### src/rtl/bin_to_bcd_if.sv
// Handshake and result bus between a binary count source and the bin_to_bcd converter.
// The master launches conversions; the converter (slave) reports busy/done and the packed BCD result.
interface bin_to_bcd_if #(
  parameter int BIN_W  = 20,
  parameter int DIGITS = 6
);
  logic                  start;
  logic [BIN_W-1:0]      bin_in;
  logic                  busy;
  logic                  done;
  logic [4*DIGITS-1:0]   bcd_out;
  logic                  overflow;

  modport master (
    output start, bin_in,
    input  busy, done, bcd_out, overflow
  );

  modport slave (
    input  start, bin_in,
    output busy, done, bcd_out, overflow
  );
endinterface

### src/rtl/bin_to_bcd.sv
// Sequential shift-and-add-3 binary-to-BCD converter, one input bit per cycle.
// Optional macro BIN2BCD_SATURATE_EN forces the result to all nines when the input overflows.
module bin_to_bcd #(
  parameter int BIN_W  = 20,
  parameter int DIGITS = 6
) (
  input  logic          clk,
  input  logic          rst,
  bin_to_bcd_if.slave   bus
);
  localparam int BCD_W = 4 * DIGITS;
  localparam int CNT_W = $clog2(BIN_W + 1);

  typedef enum logic {IDLE, SHIFT} state_t;

  state_t             state;
  logic [BIN_W-1:0]   bin_sr;
  logic [BCD_W-1:0]   work_bcd;
  logic               work_ovf;
  logic [CNT_W-1:0]   cnt;

  logic               busy_q;
  logic               done_q;
  logic [BCD_W-1:0]   bcd_q;
  logic               ovf_q;

  logic [BCD_W-1:0]   adj_bcd;
  logic [BCD_W-1:0]   next_bcd;
  logic [BCD_W-1:0]   final_bcd;
  logic               final_ovf;

  // Per-nibble add-3 stays within 4 bits; the top bit of the adjusted top nibble is what shifts out.
  always_comb begin
    adj_bcd   = '0;
    next_bcd  = '0;
    final_bcd = '0;
    final_ovf = 1'b0;
    for (int k = 0; k < DIGITS; k++) begin
      if (work_bcd[4*k +: 4] >= 4'd5)
        adj_bcd[4*k +: 4] = work_bcd[4*k +: 4] + 4'd3;
      else
        adj_bcd[4*k +: 4] = work_bcd[4*k +: 4];
    end
    next_bcd  = {adj_bcd[BCD_W-2:0], bin_sr[BIN_W-1]};
    final_ovf = work_ovf | adj_bcd[BCD_W-1];
`ifdef BIN2BCD_SATURATE_EN
    final_bcd = final_ovf ? {DIGITS{4'h9}} : next_bcd;
`else
    final_bcd = next_bcd;
`endif
  end

  always_ff @(posedge clk) begin
    if (rst) begin
      state    <= IDLE;
      bin_sr   <= '0;
      work_bcd <= '0;
      work_ovf <= 1'b0;
      cnt      <= '0;
      busy_q   <= 1'b0;
      done_q   <= 1'b0;
      bcd_q    <= '0;
      ovf_q    <= 1'b0;
    end else begin
      done_q <= 1'b0;
      case (state)
        IDLE: begin
          if (bus.start) begin
            bin_sr   <= bus.bin_in;
            work_bcd <= '0;
            work_ovf <= 1'b0;
            cnt      <= '0;
            busy_q   <= 1'b1;
            state    <= SHIFT;
          end
        end
        SHIFT: begin
          bin_sr   <= {bin_sr[BIN_W-2:0], 1'b0};
          work_bcd <= next_bcd;
          work_ovf <= final_ovf;
          cnt      <= cnt + CNT_W'(1);
          // The shift at count BIN_W-1 is the last one; publish the result on the same edge.
          if (cnt == CNT_W'(BIN_W - 1)) begin
            bcd_q  <= final_bcd;
            ovf_q  <= final_ovf;
            done_q <= 1'b1;
            busy_q <= 1'b0;
            state  <= IDLE;
          end
        end
        default: state <= IDLE;
      endcase
    end
  end

  assign bus.busy     = busy_q;
  assign bus.done     = done_q;
  assign bus.bcd_out  = bcd_q;
  assign bus.overflow = ovf_q;
endmodule

### src/flat_wrapper.sv
// flat-port wrapper written by rule: the top's interface ports become plain ports
module bin_to_bcd_flat 
#(
  parameter int BIN_W  = 20,
  parameter int DIGITS = 6
)
  (clk, rst, bus_start, bus_bin_in, bus_busy, bus_done, bus_bcd_out, bus_overflow);
  bin_to_bcd_if #(.BIN_W(BIN_W), .DIGITS(DIGITS)) bus_i ();
  input  logic clk;
  input  logic rst;
  input wire logic [$bits(bus_i.start)-1:0] bus_start;
  input wire logic [$bits(bus_i.bin_in)-1:0] bus_bin_in;
  output wire logic [$bits(bus_i.busy)-1:0] bus_busy;
  output wire logic [$bits(bus_i.done)-1:0] bus_done;
  output wire logic [$bits(bus_i.bcd_out)-1:0] bus_bcd_out;
  output wire logic [$bits(bus_i.overflow)-1:0] bus_overflow;
  assign bus_i.start = bus_start;
  assign bus_i.bin_in = bus_bin_in;
  assign bus_busy = bus_i.busy;
  assign bus_done = bus_i.done;
  assign bus_bcd_out = bus_i.bcd_out;
  assign bus_overflow = bus_i.overflow;
  bin_to_bcd #(.BIN_W(BIN_W), .DIGITS(DIGITS)) u_core (.clk(clk), .rst(rst), .bus(bus_i));
endmodule
### config.mk
export PLATFORM = sky130hd
export DESIGN_NAME = bin_to_bcd_flat
export DESIGN_NICKNAME = d
export VERILOG_FILES = /design/src/rtl/bin_to_bcd_if.sv /design/src/rtl/bin_to_bcd.sv /design/src/flat_wrapper.sv
export SDC_FILE = /design/constraint.sdc
export NUM_CORES = 1
export LEC_CHECK = 0
export ABC_CLOCK_PERIOD_IN_PS = 4300
export BUFFER_PORTS_ARGS = -buffer_cell sky130_fd_sc_hd__buf_4
export CAP_MARGIN = 30
export CORE_AREA = 2 2 103 105
export DETAILED_ROUTE_END_ITERATION = 16
export DIE_AREA = 0 0 105 107
export GPL_ROUTABILITY_DRIVEN = 0
export GPL_TIMING_DRIVEN = 0
export PLACE_DENSITY = 0.53
export SYNTH_ARGS = -nofsm -noshare
export SYNTH_HDL_FRONTEND = slang
export SYNTH_SLANG_ARGS = --single-unit
### constraint.sdc
create_clock -name clk -period 4.3 [get_ports clk]
set_input_delay 0.43 -clock clk [delete_from_list [all_inputs] [get_ports clk]]
set_output_delay 0.43 -clock clk [all_outputs]
set_load 0.005 [all_outputs]
==> flow_summary.toml <==
[timing]
slew_headroom_pct = 53.6
worstMarginPinSlew_ps = 693
maxSlewViolCount = 0
hold_slack_ps = 388
period_share_pct = 37.4
skew_ps = 7.19
period_needed_ps = 1610
setup_violations = 0
rsz0062_at_grt = "no"
clock.fmax_mhz = 622
hold_viol = 0
finalSetupTns_ps = 0

[routing]
drc = 0
dr_total_vias = 2801
totalWireLength_mm = 8.15
firstDrtPassIters = 4
drtIter0Drc = 96
vias_per_cell = 4.94
antenna_left = 0
wire_per_inst_um = 14.4

[hold_path]
hold_class = "input port to flip-flop"
hp-start = "bus_bin_in[0]"

[clocking]
numCtsBuffers = 9
clockBufferDepth = 2
path_clk_slew_ps = 80
clockRootBuffer = "clkbuf_8"
cts_tree = "built"
cts.htree.levels = 3
clock_latency_ps = 350
clock_sinks = 78
post_cts_buffers = 0
cts_hold_buf = 0
cts_resized = 0

[finish]
multi_input_area_mm2 = 0.00170
areaGrowthSynthToFinish_pct = 21.7
nFillCells = 1060
seq_area_mm2 = 0.00156
layout_commonest_cell = "dfxtp_1"
final_cell_mix = "dfxtp_1, buf_4, a21oi_1"
num_antenna_cells = 0
final_net_count = 462
drive_above_1_share_pct = 18.3
final_cells = 567
finish.utilization_pct = 41.5

[synthesis]
synth_cell_types = 35
yosysWarningCount = 0
ys_top_cells_by_area = "dfxtp_1, mux2i_1, a21oi_1"
ys_seq_area_share_pct = 45.4
mappedNetlistArea_mm2 = 0.00344
synth_top_area_cell = "dfxtp_1"
synth_top_area_share_pct = 45.4
synth_seq_cells = 78
synth.avg_cell_area_um2 = 9.38
synthCells = 367
synthesis.nets = 403

[global_route]
grt_max_degree = 13
antenna_found_initial = 0
first_global_vias = 2710
grt-ovfl-total = 0
track_usage_pct = 14.9
grt_pass1_wl_mm = 13.2

[pwr]
ir_drop_uv = 202
p_per_area_mw_per_mm2 = 347
finalPower_mw = 1.45
p_leak_nw = 1.69

[placement]
hpwl_mm = 5.67
portBuffers = 48
place_inst = 551

[die]
die_h_um = 107
die_area_mm2 = 0.0112
boundaryPins = 50
core_mm2 = 0.0101
start_util_pct = 34.1
row_count = 37
die_w_um = 105

[worst_setup_path]
r2r_start = "u_core.cnt[0]"
reg2reg_to = "u_core.bus.bcd_out[18]"
rrSetupSlack_ps = 2690
crit_path_max_fanout = 10
r2r_cells = 6
crit_arrival_ps = 1850
endpoint = "u_core.bus.bcd_out[18]"
cp-end-kind = "flip-flop"
startpoint = "u_core.cnt[0]"
worstPathRequired_ps = 4540
crit_type = "flip-flop to flip-flop"
cp-start-kind = "flip-flop"

[outcome]
status = "complete, no violations"

[job]
max-cap-violations = 0
flip-flops by register name, summed over array words and instances (netlist names):
name and cells:
u_core.state 1, u_core.bus.bcd_out 24, u_core.work_ovf 1, u_core.work_bcd 24, u_core.bus.busy 1, u_core.bus.overflow 1
u_core.bus.done 1, u_core.cnt 5, u_core.bin_sr 20
synth_stat cells, drive strengths merged:
master / instances
xor2: 1
nor2: 46
nand3: 8
nor3b: 18
mux2i: 27
clkbuf: 7
xnor2: 6
o2bb2ai: 11
nor3: 5
clkinv: 1
nor4b: 1
a22o: 25
a31oi: 1
a21oi: 49
inv: 14
nand2b: 7
a211oi: 2
o21ai: 20
nor2b: 2
o21a: 1
or3: 1
or3b: 1
ha: 13
a41oi: 1
a32o: 1
nand2: 5
buf: 14
nand4b: 1
dfxtp: 78
cell families after synthesis:
kind of cell | count (synthesis) | synth area share, %
buf+inv | 36 | 5.38
xor+xnor | 7 | 1.78
flops | 78 | 45.4
mux | 27 | 7.85
fa+ha+maj | 13 | 4.73
compound gates | 111 | 20.6
simple gates | 95 | 14.3
power breakdown:
part | internal, mW | switching, mW
clock | 0.342 | 0.261
sequential | 0.736 | 0.00883
combinational | 0.0445 | 0.0613
total | 1.12 | 0.331
metal layers:
layer	vias up	GRT usage, %	wire length [um]
li1	1428	-	-
met1	1306	18.2	3880
met2	58	24.6	3700
met3	9	5.11	427
met4	0	5.14	142
met5	-	0	0
through the flow:
stage                     instance area, um2  worst slack (ps)
final                                   4190              2690
after global routing                    4190              2540
after CTS                               4190              2660
after detailed placement                3970              2470
after global placement                  3970              2480
after floorplan                         3440              2890
worst min-delay path by stage:
stage | depth (start not counted) | to
2_1_floorplan | 2 | u_core.bin_sr[10]
3_3_place_gp | 1 | u_core.bus.busy
3_5_place_dp | 1 | u_core.bus.bcd_out[20]
4_1_cts | 3 | u_core.bin_sr[0]
5_1_grt | 3 | u_core.bin_sr[0]
6_report | 3 | u_core.bin_sr[0]
cell type report:
| cell class | count | area share, % |
|---|---|---|
| tap | 136 | 4.06 |
| buffer | 21 | 2.96 |
| timing repair buffer | 48 | 8.60 |
| clock buffer | 12 | 3.47 |
| clock inverter | 4 | 1.67 |
| sequential | 78 | 37.3 |
| inverter | 15 | 1.46 |
| multi-input combinational | 253 | 40.5 |
worst max-delay path, cell delays in order (launching register included):
cell and delay [ps]:
dfxtp_1 370, ha_1 250, nand4b_1 140, nor2_1 180, nor2_2 120, buf_4 200
a22o_1 230
Power figures use the tool's default switching activity.
